$ cat src/rtl/fetch_queue_if.sv
// ---------------------------------------------------------------------------
// fetch_queue_if
//   Groups the handshake signals of the fetch queue: the PC-unit request
//   channel, the redirect/flush strobe, the instruction-memory request and
//   response channels, and the decode-facing instruction channel.
//
//   Modports:
//     slave  - the fetch queue itself (consumes PCs and memory responses,
//              produces memory requests and instructions)
//     master - the surrounding environment (PC unit, memory, decode)
//
//   Signals:
//     pc, pc_valid, pc_ready            PC unit -> fetch queue
//     redirect                          flush of queue and in-flight fetches
//     imem_req_valid/ready/addr         fetch queue -> instruction memory
//     imem_rsp_valid/data               instruction memory -> fetch queue
//     instr_valid/ready, instr, instr_pc fetch queue -> decode
// ---------------------------------------------------------------------------
interface fetch_queue_if #(
    parameter int unsigned WIDTH = 32
);
    logic [WIDTH-1:0] pc;
    logic             pc_valid;
    logic             pc_ready;
    logic             redirect;
    logic             imem_req_valid;
    logic             imem_req_ready;
    logic [WIDTH-1:0] imem_req_addr;
    logic             imem_rsp_valid;
    logic [WIDTH-1:0] imem_rsp_data;
    logic             instr_valid;
    logic             instr_ready;
    logic [WIDTH-1:0] instr;
    logic [WIDTH-1:0] instr_pc;

    modport slave (
        input  pc,
        input  pc_valid,
        output pc_ready,
        input  redirect,
        output imem_req_valid,
        input  imem_req_ready,
        output imem_req_addr,
        input  imem_rsp_valid,
        input  imem_rsp_data,
        output instr_valid,
        input  instr_ready,
        output instr,
        output instr_pc
    );

    modport master (
        output pc,
        output pc_valid,
        input  pc_ready,
        output redirect,
        input  imem_req_valid,
        output imem_req_ready,
        input  imem_req_addr,
        output imem_rsp_valid,
        output imem_rsp_data,
        input  instr_valid,
        output instr_ready,
        input  instr,
        input  instr_pc
    );
endinterface

$ cat src/rtl/fetch_queue.sv
// ---------------------------------------------------------------------------
// fetch_queue
//   Instruction-fetch stage behind the PC unit. Each accepted PC is issued
//   in order to instruction memory and a queue slot is reserved for it; the
//   in-order responses fill the slots, and {instr, pc} pairs are delivered
//   to decode over a valid/ready handshake. A redirect flushes the queue
//   and arranges for responses still in flight to be dropped.
//
//   Ports:
//     clk          rising-edge clock
//     rst          asynchronous, active-low reset
//     bus          fetch_queue_if.slave (PC, memory and decode channels)
//   Optional (macro FETCH_QUEUE_PERF_EN defined):
//     perf_fetched responses written into the queue (saturating)
//     perf_dropped responses discarded (saturating)
//     perf_stall   cycles with pc_valid high and no issue slot (saturating)
//
//   Parameters:
//     WIDTH  address / instruction width
//     DEPTH  number of queue entries (power of two, >= 2)
// ---------------------------------------------------------------------------
module fetch_queue #(
    parameter int unsigned WIDTH = 32,
    parameter int unsigned DEPTH = 4
) (
    input  logic              clk,
    input  logic              rst,
`ifdef FETCH_QUEUE_PERF_EN
    output logic [31:0]       perf_fetched,
    output logic [31:0]       perf_dropped,
    output logic [31:0]       perf_stall,
`endif
    fetch_queue_if.slave      bus
);

    localparam int unsigned PtrW = $clog2(DEPTH);
    localparam int unsigned CntW = PtrW + 1;

    // Slot storage; contents are qualified by the pointers, so not reset.
    logic [WIDTH-1:0] slot_pc_q    [DEPTH];
    logic [WIDTH-1:0] slot_instr_q [DEPTH];

    logic [PtrW-1:0] alloc_ptr_q, alloc_ptr_d;
    // fill/read pointers carry an extra wrap bit so their difference is the
    // filled count even when the queue is completely filled.
    logic [CntW-1:0] fill_ptr_q, fill_ptr_d;
    logic [CntW-1:0] rd_ptr_q, rd_ptr_d;
    logic [CntW-1:0] used_q, used_d;
    logic [CntW-1:0] discard_q, discard_d;

    logic [CntW-1:0] filled;
    logic [CntW-1:0] unfilled;
    logic [CntW:0]   occupancy;
    logic            can_issue;
    logic            issue;
    logic            rsp_drop;
    logic            rsp_fill;
    logic            deq;

    // -----------------------------------------------------------------------
    // Handshake decode
    // -----------------------------------------------------------------------
    always_comb begin
        filled    = fill_ptr_q - rd_ptr_q;
        unfilled  = used_q - filled;
        // Slots reserved for dropped responses still count against capacity,
        // otherwise a late stale response could race a fresh allocation.
        occupancy = {1'b0, used_q} + {1'b0, discard_q};
        // rst gating keeps the request side quiet while reset is held.
        can_issue = rst && !bus.redirect && (occupancy < (CntW + 1)'(DEPTH));
        issue     = bus.pc_valid && can_issue && bus.imem_req_ready;
        rsp_drop  = bus.imem_rsp_valid && (discard_q != '0);
        // A response with nothing outstanding is ignored.
        rsp_fill  = bus.imem_rsp_valid && (discard_q == '0) && (unfilled != '0);
        deq       = (filled != '0) && bus.instr_ready && !bus.redirect;
    end

    // -----------------------------------------------------------------------
    // Next-state
    // -----------------------------------------------------------------------
    always_comb begin
        alloc_ptr_d = alloc_ptr_q;
        fill_ptr_d  = fill_ptr_q;
        rd_ptr_d    = rd_ptr_q;
        used_d      = used_q;
        discard_d   = discard_q;

        if (bus.redirect) begin
            alloc_ptr_d = '0;
            fill_ptr_d  = '0;
            rd_ptr_d    = '0;
            used_d      = '0;
            // Everything allocated but not yet filled is still coming back
            // from memory; a response landing this cycle is one fewer.
            discard_d   = discard_q + unfilled - CntW'(rsp_drop || rsp_fill);
        end else begin
            alloc_ptr_d = alloc_ptr_q + PtrW'(issue);
            fill_ptr_d  = fill_ptr_q + CntW'(rsp_fill);
            rd_ptr_d    = rd_ptr_q + CntW'(deq);
            used_d      = used_q + CntW'(issue) - CntW'(deq);
            discard_d   = discard_q - CntW'(rsp_drop);
        end
    end

    always_ff @(posedge clk or negedge rst) begin
        if (!rst) begin
            alloc_ptr_q <= '0;
            fill_ptr_q  <= '0;
            rd_ptr_q    <= '0;
            used_q      <= '0;
            discard_q   <= '0;
        end else begin
            alloc_ptr_q <= alloc_ptr_d;
            fill_ptr_q  <= fill_ptr_d;
            rd_ptr_q    <= rd_ptr_d;
            used_q      <= used_d;
            discard_q   <= discard_d;
        end
    end

    // issue is already blocked during redirect; the fill write is not.
    always_ff @(posedge clk) begin
        if (issue) begin
            slot_pc_q[alloc_ptr_q] <= bus.pc;
        end
        if (rsp_fill && !bus.redirect) begin
            slot_instr_q[fill_ptr_q[PtrW-1:0]] <= bus.imem_rsp_data;
        end
    end

    // -----------------------------------------------------------------------
    // Outputs
    // -----------------------------------------------------------------------
    always_comb begin
        bus.imem_req_valid = bus.pc_valid && can_issue;
        bus.imem_req_addr  = bus.pc;
        bus.pc_ready       = issue;
        bus.instr_valid    = (filled != '0);
        bus.instr          = slot_instr_q[rd_ptr_q[PtrW-1:0]];
        bus.instr_pc       = slot_pc_q[rd_ptr_q[PtrW-1:0]];
    end

`ifdef FETCH_QUEUE_PERF_EN
    // -----------------------------------------------------------------------
    // Performance counters (saturating, unaffected by redirect)
    // -----------------------------------------------------------------------
    logic [31:0] perf_fetched_q, perf_fetched_d;
    logic [31:0] perf_dropped_q, perf_dropped_d;
    logic [31:0] perf_stall_q, perf_stall_d;
    logic        ev_fetched;
    logic        ev_dropped;
    logic        ev_stall;

    always_comb begin
        ev_fetched = rsp_fill && !bus.redirect;
        // A response that would have filled is dropped by a same-cycle flush.
        ev_dropped = rsp_drop || (rsp_fill && bus.redirect);
        ev_stall   = bus.pc_valid && !can_issue;

        perf_fetched_d = perf_fetched_q;
        perf_dropped_d = perf_dropped_q;
        perf_stall_d   = perf_stall_q;
        if (ev_fetched && (perf_fetched_q != '1)) begin
            perf_fetched_d = perf_fetched_q + 32'd1;
        end
        if (ev_dropped && (perf_dropped_q != '1)) begin
            perf_dropped_d = perf_dropped_q + 32'd1;
        end
        if (ev_stall && (perf_stall_q != '1)) begin
            perf_stall_d = perf_stall_q + 32'd1;
        end
    end

    always_ff @(posedge clk or negedge rst) begin
        if (!rst) begin
            perf_fetched_q <= '0;
            perf_dropped_q <= '0;
            perf_stall_q   <= '0;
        end else begin
            perf_fetched_q <= perf_fetched_d;
            perf_dropped_q <= perf_dropped_d;
            perf_stall_q   <= perf_stall_d;
        end
    end

    assign perf_fetched = perf_fetched_q;
    assign perf_dropped = perf_dropped_q;
    assign perf_stall   = perf_stall_q;
`endif

endmodule

$ cat src/flat_wrapper.sv
// flat-port wrapper written by rule: the top's interface ports become plain ports
module fetch_queue_flat 
#(
    parameter int unsigned WIDTH = 32,
    parameter int unsigned DEPTH = 4
)
  (clk, rst, bus_pc, bus_pc_valid, bus_pc_ready, bus_redirect, bus_imem_req_valid, bus_imem_req_ready, bus_imem_req_addr, bus_imem_rsp_valid, bus_imem_rsp_data, bus_instr_valid, bus_instr_ready, bus_instr, bus_instr_pc);
  fetch_queue_if #(.WIDTH(WIDTH)) bus_i ();
  input  logic clk;
  input  logic rst;
  input wire logic [$bits(bus_i.pc)-1:0] bus_pc;
  input wire logic [$bits(bus_i.pc_valid)-1:0] bus_pc_valid;
  output wire logic [$bits(bus_i.pc_ready)-1:0] bus_pc_ready;
  input wire logic [$bits(bus_i.redirect)-1:0] bus_redirect;
  output wire logic [$bits(bus_i.imem_req_valid)-1:0] bus_imem_req_valid;
  input wire logic [$bits(bus_i.imem_req_ready)-1:0] bus_imem_req_ready;
  output wire logic [$bits(bus_i.imem_req_addr)-1:0] bus_imem_req_addr;
  input wire logic [$bits(bus_i.imem_rsp_valid)-1:0] bus_imem_rsp_valid;
  input wire logic [$bits(bus_i.imem_rsp_data)-1:0] bus_imem_rsp_data;
  output wire logic [$bits(bus_i.instr_valid)-1:0] bus_instr_valid;
  input wire logic [$bits(bus_i.instr_ready)-1:0] bus_instr_ready;
  output wire logic [$bits(bus_i.instr)-1:0] bus_instr;
  output wire logic [$bits(bus_i.instr_pc)-1:0] bus_instr_pc;
  assign bus_i.pc = bus_pc;
  assign bus_i.pc_valid = bus_pc_valid;
  assign bus_pc_ready = bus_i.pc_ready;
  assign bus_i.redirect = bus_redirect;
  assign bus_imem_req_valid = bus_i.imem_req_valid;
  assign bus_i.imem_req_ready = bus_imem_req_ready;
  assign bus_imem_req_addr = bus_i.imem_req_addr;
  assign bus_i.imem_rsp_valid = bus_imem_rsp_valid;
  assign bus_i.imem_rsp_data = bus_imem_rsp_data;
  assign bus_instr_valid = bus_i.instr_valid;
  assign bus_i.instr_ready = bus_instr_ready;
  assign bus_instr = bus_i.instr;
  assign bus_instr_pc = bus_i.instr_pc;
  fetch_queue #(.WIDTH(WIDTH), .DEPTH(DEPTH)) u_core (.clk(clk), .rst(rst), .bus(bus_i));
endmodule
$ cat config.mk
export PLATFORM = sky130hd
export DESIGN_NAME = fetch_queue_flat
export DESIGN_NICKNAME = d
export VERILOG_FILES = /design/src/rtl/fetch_queue_if.sv /design/src/rtl/fetch_queue.sv /design/src/flat_wrapper.sv
export SDC_FILE = /design/constraint.sdc
export NUM_CORES = 1
export LEC_CHECK = 0
export ABC_AREA = 1
export CAP_MARGIN = 30
export CELL_PAD_IN_SITES_DETAIL_PLACEMENT = 1
export CELL_PAD_IN_SITES_GLOBAL_PLACEMENT = 1
export CORE_UTILIZATION = 40
export DETAILED_ROUTE_END_ITERATION = 10
export PLACE_DENSITY_LB_ADDON = 0.1
export SLEW_MARGIN = 0
export SYNTH_ARGS = -nofsm -noshare
export SYNTH_HDL_FRONTEND = slang
export SYNTH_SLANG_ARGS = --single-unit
$ cat constraint.sdc
create_clock -name clk -period 3.96 [get_ports clk]
set_input_delay 0.792 -clock clk [delete_from_list [all_inputs] [get_ports clk]]
set_output_delay 0.792 -clock clk [all_outputs]
set_load 0.03 [all_outputs]
# Word-level counts from Yosys, hierarchy flattened
# Memory sizes are Yosys's and may differ from the RTL's.
# Index checks and enable logic that the tools add are counted.
# word_totals
input_bits	71
elab_cells	44
regBits	14
n_memories	2
ramBits	256
output_inout_bits	99
# memory_table
memory	depth	word_bits	rd	rd_clocked_by_memory_dff	wr	line_no	text
u_core.slot_instr_q	4	32	1	0	1	fetch_queue.sv:41	logic [WIDTH-1:0] slot_instr_q [DEPTH];
u_core.slot_pc_q	4	32	1	0	1	fetch_queue.sv:40	logic [WIDTH-1:0] slot_pc_q [DEPTH];
# classes
n_reduce_logical	16
order_cmp	1
add_sub_neg	11
muxes	9
# op_table
operator	count
$mux 3	4
$logic_and 1x1->1	10
$add 3x1->3	3
$reduce_bool 3->1	3
$sub 3x1->3	3
$sub 3x3->3	2
$add 3x3->4	1
$lt 4x3->1 const B	1
$mux 1	4
$add 3x3->3	1
$logic_not 3->1	1
$add 2x1->2	1
$mux 2	1
$logic_not 1->1	1
$logic_or 1x1->1	1

# Longest topological paths before layout
# logic_depth
depth_word	8
mapped_depth	21
mapped_depth_nobuf	21

# Least setup slack after synthesis
# No wires, ideal clock.
# synth_timing
path_kind	input-to-reg
start	input port bus_redirect
end	memory u_core.slot_pc_q[0][0] (enable)
path_buffers	1
t_required_ns	3.499
stages	4
t_arrival_ns	3.846
setup_slack_ns	-0.347
setup_time_ns	0.461
path_cell_list	buf_6 nor4_4 nand2_2 nor3_1
# synth_via
elab_chain_cells	7
# synth_lines
item	line_no	text
start: declaration	flat_wrapper.sv:14	input wire logic [$bits(bus_i.redirect)-1:0] bus_redirect;
$logic_not 1->1	fetch_queue.sv:70	can_issue = rst && !bus.redirect && (occupancy < (CntW + 1)'(DEPTH));
$logic_and 1x1->1 (2 in series)	fetch_queue.sv:70	
$logic_and 1x1->1	n/a	
named net bus_imem_req_valid	flat_wrapper.sv:15	output wire logic [$bits(bus_i.imem_req_valid)-1:0] bus_imem_req_valid;
$logic_and 1x1->1	fetch_queue.sv:71	issue = bus.pc_valid && can_issue && bus.imem_req_ready;
$mux 1	fetch_queue.sv:123	if (issue) begin
$mux 1 (implied by the code)	fetch_queue.sv:124	slot_pc_q[alloc_ptr_q] <= bus.pc;
end: declaration	fetch_queue.sv:40	
# The timed path passes the listed nets, and every way through them passes these cells.

# Worst setup path after layout
# layout_timing
start	register u_core.rd_ptr_q[0]
end	output port bus_instr_pc[12]
# layout_via
elab_chain_cells	1
# layout_lines
item	line_no	text
start: declaration	fetch_queue.sv:47	logic [CntW-1:0] rd_ptr_q, rd_ptr_d;
start signal: assignment	fetch_queue.sv:115	rd_ptr_q <= rd_ptr_d;
$mem_v2 4x32	n/a	
end: declaration	flat_wrapper.sv:23	output wire logic [$bits(bus_i.instr_pc)-1:0] bus_instr_pc;
# No other way between the ends.

==> impl_results.html <==
<table>
<tr><th>Metric</th><th>Value</th></tr>
<tr><th colspan="2">Timing</th></tr>
<tr><td>Unrepaired setup endpoints after global routing</td><td>no</td></tr>
<tr><td>Worst Setup Slack, final</td><td>205 ps</td></tr>
<tr><td>Fin crit period</td><td>3760 ps</td></tr>
<tr><td>Max-slew violations</td><td>0</td></tr>
<tr><td>Final setup TNS</td><td>0 ps</td></tr>
<tr><td>Setup-failing EPs final</td><td>0</td></tr>
<tr><td>Measured slew at the worst slew-check pin</td><td>758 ps</td></tr>
<tr><td>Worst clock skew on the final layout</td><td>19.5 ps</td></tr>
<tr><td>Final worst path period share</td><td>0.948</td></tr>
<tr><td>Headroom to the max-slew limit</td><td>0.495</td></tr>
<tr><td>Endpoints failing hold</td><td>0</td></tr>
<tr><td>Top achievable clock speed</td><td>266 MHz</td></tr>
<tr><th colspan="2">Synth</th></tr>
<tr><td>Post-synthesis instance total</td><td>793</td></tr>
<tr><td>Number of warning messages in the yosys log</td><td>0</td></tr>
<tr><td>Synthesis-stage register bit count</td><td>270</td></tr>
<tr><td>Netlist area before placement</td><td>10800 sq um</td></tr>
<tr><td>Area leader, netlist</td><td>sky130_fd_sc_hd__edfxtp_1</td></tr>
<tr><td>Netlist cell types</td><td>23</td></tr>
<tr><td>Cell types occupying the most area after synthesis</td><td>sky130_fd_sc_hd__edfxtp_1 (71%), sky130_fd_sc_hd__o21ai_0 (5.1%), sky130_fd_sc_hd__nor2_1 (5.1%), sky130_fd_sc_hd__o22ai_1 (3.7%), sky130_fd_sc_hd__dfrtp_1 (3.2%)</td></tr>
<tr><td>Number of enable-type register cells in the synthesized netlist</td><td>256</td></tr>
<tr><td>Most used DFF post-synth</td><td>sky130_fd_sc_hd__edfxtp_1</td></tr>
<tr><td>Proportion of synthesized chip area in sequential cells</td><td>0.743</td></tr>
<tr><td>Fraction of synthesis flops using an asynchronous set or reset pin</td><td>0.0519</td></tr>
<tr><td>Most numerous cell in the Yosys netlist</td><td>sky130_fd_sc_hd__edfxtp_1</td></tr>
<tr><td>Nets in the synthesized netlist</td><td>884</td></tr>
<tr><td>Fraction of post-synthesis cell area in the top cell type by area</td><td>0.711</td></tr>
<tr><td>Syn_area_per_cell</td><td>13.6 sq um</td></tr>
<tr><td>List of most frequent post-synthesis cells</td><td>sky130_fd_sc_hd__edfxtp_1 (256), sky130_fd_sc_hd__nor2_1 (146), sky130_fd_sc_hd__o21ai_0 (110), sky130_fd_sc_hd__o22ai_1 (64), sky130_fd_sc_hd__buf_4 (41)</td></tr>
<tr><th colspan="2">Clock tree</th></tr>
<tr><td>Maximum number of buffers from clock root to sink</td><td>3</td></tr>
<tr><td>Maximum level of the CTS H-tree</td><td>1</td></tr>
<tr><td>Number of hold buffers added after cts</td><td>0</td></tr>
<tr><td>Source-to-sink clock delay at the later pin of the worst-skew pair</td><td>540 ps</td></tr>
<tr><td>Number of buffers inserted during clock tree synthesis</td><td>29</td></tr>
<tr><td>Buffer type at the clock tree root</td><td>sky130_fd_sc_hd__clkbuf_16</td></tr>
<tr><td>TritonCTS clock tree</td><td>built</td></tr>
<tr><td>Num Clock Sinks</td><td>270</td></tr>
<tr><td>Register clock-pin slew on the reported worst setup and hold paths</td><td>60 ps</td></tr>
<tr><th colspan="2">Drt</th></tr>
<tr><td>DR WL/cell</td><td>19.5 microns</td></tr>
<tr><td>DR vias</td><td>6699</td></tr>
<tr><td>First-iteration detailed-routing DRC count</td><td>425</td></tr>
<tr><td>Final routed DRC violation total</td><td>10</td></tr>
<tr><td>Number of nets with antenna violations after detailed routing</td><td>0</td></tr>
<tr><td>Vias per cell</td><td>5.18</td></tr>
<tr><td>Aggregate routed wire length</td><td>25200 microns</td></tr>
<tr><td>First-pass iteration count of the detailed router</td><td>9</td></tr>
<tr><th colspan="2">Setup path</th></tr>
<tr><td>Cell type with the highest occurrence count on the critical path</td><td>sky130_fd_sc_hd__buf_12</td></tr>
<tr><td>Critical path launch point type</td><td>register</td></tr>
<tr><td>Largest stage delay on the critical path</td><td>740 ps</td></tr>
<tr><td>Cells traversed along the worst timing path</td><td>buf_12 &gt; inv_4 &gt; buf_12 &gt; o21ai_0 &gt; o22ai_1 &gt; clkdlybuf4s50_1</td></tr>
<tr><td>Kind of critical path</td><td>reg -&gt; out</td></tr>
<tr><td>Slowest stage cell on the critical path</td><td>sky130_fd_sc_hd__clkdlybuf4s50_1</td></tr>
<tr><td>Arrival time of data at the critical path endpoint</td><td>2960 ps</td></tr>
<tr><td>Crit end category</td><td>primary output</td></tr>
<tr><td>Required time at the endpoint of the critical path</td><td>3170 ps</td></tr>
<tr><td>Largest fanout on the critical path</td><td>130</td></tr>
<tr><th colspan="2">Floorplanning</th></tr>
<tr><td>Die Width</td><td>166 microns</td></tr>
<tr><td>Initial core utilization</td><td>0.411</td></tr>
<tr><td>Total core area</td><td>26300 sq um</td></tr>
<tr><td>Count of pins on the block boundary</td><td>170</td></tr>
<tr><td>Number of cell rows</td><td>59</td></tr>
<tr><td>Total die area</td><td>27700 sq um</td></tr>
<tr><td>Height of the die</td><td>166 microns</td></tr>
<tr><th colspan="2">Place</th></tr>
<tr><td>Placed Area</td><td>12700 sq um</td></tr>
<tr><td>Setup slack after placement</td><td>-14.3 ps</td></tr>
<tr><td>Number of buffers inserted by port buffering</td><td>169</td></tr>
<tr><td>Sum of net half-perimeters after detailed placement</td><td>14800 microns</td></tr>
<tr><td>Final weighted congestion in routability-driven placement</td><td>0.787</td></tr>
<tr><td>Number of cells in the design after placement</td><td>1239</td></tr>
<tr><th colspan="2">GRT</th></tr>
<tr><td>Global-route usage over all layers</td><td>0.185</td></tr>
<tr><td>Via count of the first global-routing pass</td><td>7285</td></tr>
<tr><td>Wire length of the first global-routing pass</td><td>40300 microns</td></tr>
<tr><td>Number of antenna violations at the first check in global routing</td><td>1</td></tr>
<tr><td>Overflow left after global routing</td><td>0</td></tr>
<tr><td>Pin count of the biggest net entering global routing</td><td>131</td></tr>
<tr><th colspan="2">Outcome</th></tr>
<tr><td>Failing checks</td><td>DRC</td></tr>
<tr><td>Result of the run</td><td>finished with violations</td></tr>
<tr><th colspan="2">Final layout</th></tr>
<tr><td>Area Growth Syn to Fin</td><td>26.5%</td></tr>
<tr><td>Final-layout fill cell count</td><td>2609</td></tr>
<tr><td>Number of antenna diodes</td><td>0</td></tr>
<tr><td>Area of all placed cells without fillers</td><td>13700 sq um</td></tr>
<tr><td>Non-filler cells in the finished layout</td><td>1292</td></tr>
<tr><td>Ratio of cells with drive above 1 in the final layout</td><td>0.0805</td></tr>
<tr><td>Number of nets at the end of the flow</td><td>1027</td></tr>
<tr><th colspan="2">Pwr</th></tr>
<tr><td>Worst VDD drop</td><td>0.000379 V</td></tr>
<tr><td>Leakage power</td><td>0.00476 uW</td></tr>
<tr><td>Power per cell area</td><td>607 nW/um^2</td></tr>
<tr><td>Overall power consumption</td><td>8300 uW</td></tr>
<tr><th colspan="2">Worst hold path</th></tr>
<tr><td>Hold/Removal Path Class</td><td>reg -&gt; reg</td></tr>
<tr><th colspan="2">Run</th></tr>
<tr><td>Max-capacitance violation count</td><td>0</td></tr>
</table>
[flip-flops by register name, summed over array words and instances, names as in the netlist]
register             count
u_core.alloc_ptr_q       2
u_core.used_q            3
u_core.fill_ptr_q        3
u_core.rd_ptr_q          3
u_core.slot_instr_q    128
u_core.slot_pc_q       128
u_core.discard_q         3
[cells by family (layout without fill, tap and decap cells)]
kind of cell | count (synthesis) | in the layout | share of synthesized area
compound gates | 195 | 195 | 0.0977
xor+xnor | 10 | 10 | 0.00810
fa+ha+maj | 20 | 20 | 0.0259
buf+inv | 112 | 276 | 0.0561
flops | 270 | 270 | 0.743
simple gates | 186 | 186 | 0.0690
[final cells by class]
| type | instances | area, sq um | share of cell area |
|---|---|---|---|
| Sequential cell | 270 | 8040 | 0.588 |
| Multi-Input combinational cell | 411 | 2230 | 0.163 |
| Timing Repair Buffer | 187 | 1920 | 0.140 |
| Clock buffer | 32 | 737 | 0.0539 |
| Tap cell | 335 | 419 | 0.0306 |
| Clock inverter | 20 | 194 | 0.0142 |
| Inverter | 37 | 141 | 0.0103 |
[worst max-delay path: cells and delay by family (launching register included)]
family | cells | cell delay, ps
compound gates | 2 | 380
buf+inv | 4 | 1540
flops | 1 | 490
[repair_timing]
action,4_1_cts,5_1_grt
pin swaps,0,2
setup buffers,1,0
resized for setup,0,4
setup endpoints to repair,1,2
[through the flow]
stage	utilization	hold WS [ps]
2_1_floorplan	-	496
3_3_place_gp	0.484	554
3_5_place_dp	0.484	569
4_1_cts	0.520	587
5_1_grt	0.520	619
6_report	0.520	587
[path summary, 6_finish.rpt]
kind	startpoint	endpoint	slack, ps	cells past startpoint
min in group asynchronous	rst	u_core.fill_ptr_q[2]	620	2
min reg2reg	u_core.rd_ptr_q[2]	u_core.rd_ptr_q[2]	590	2
max in group asynchronous	rst	u_core.rd_ptr_q[0]	3130	2
max reg2reg	u_core.rd_ptr_q[0]	u_core.discard_q[2]	220	20
max	u_core.rd_ptr_q[0]	bus_instr_pc[12]	200	6
min	u_core.rd_ptr_q[2]	u_core.rd_ptr_q[2]	590	2
[report_power, final]
group | internal (uW) | switching [uW] | total [uW] | leakage (uW)
registers | 3220 | 47.7 | 3270 | 0.00249
clock network | 1590 | 1030 | 2620 | 0.000462
logic | 913 | 1490 | 2400 | 0.00181
[routing by layer]
layer,GRT usage,vias to the layer above,wire length [microns]
li1,-,3149,-
met1,0.239,3346,10700
met2,0.327,172,12700
met3,0.0323,30,1300
met4,0.0382,2,408
met5,0,-,9
[placed cells by master, fill, tap and decap left out, types with 7 or more instances in the layout]
master and instances:
sky130_fd_sc_hd__clkbuf_16 29, sky130_fd_sc_hd__o21ai_0 110, sky130_fd_sc_hd__buf_12 7, sky130_fd_sc_hd__inv_1 35
sky130_fd_sc_hd__nor2_1 142, sky130_fd_sc_hd__ha_1 16, sky130_fd_sc_hd__clkinv_1 8, sky130_fd_sc_hd__edfxtp_1 256
sky130_fd_sc_hd__buf_4 11, sky130_fd_sc_hd__clkdlybuf4s50_1 168, sky130_fd_sc_hd__o21ai_1 21, sky130_fd_sc_hd__nand2_1 21
sky130_fd_sc_hd__xnor2_1 7, sky130_fd_sc_hd__o22ai_1 64, sky130_fd_sc_hd__dfrtp_1 12, sky130_fd_sc_hd__clkinv_2 7
sky130_fd_sc_hd__nand3_1 9
Note: power is estimated with default switching activity, not from simulation.
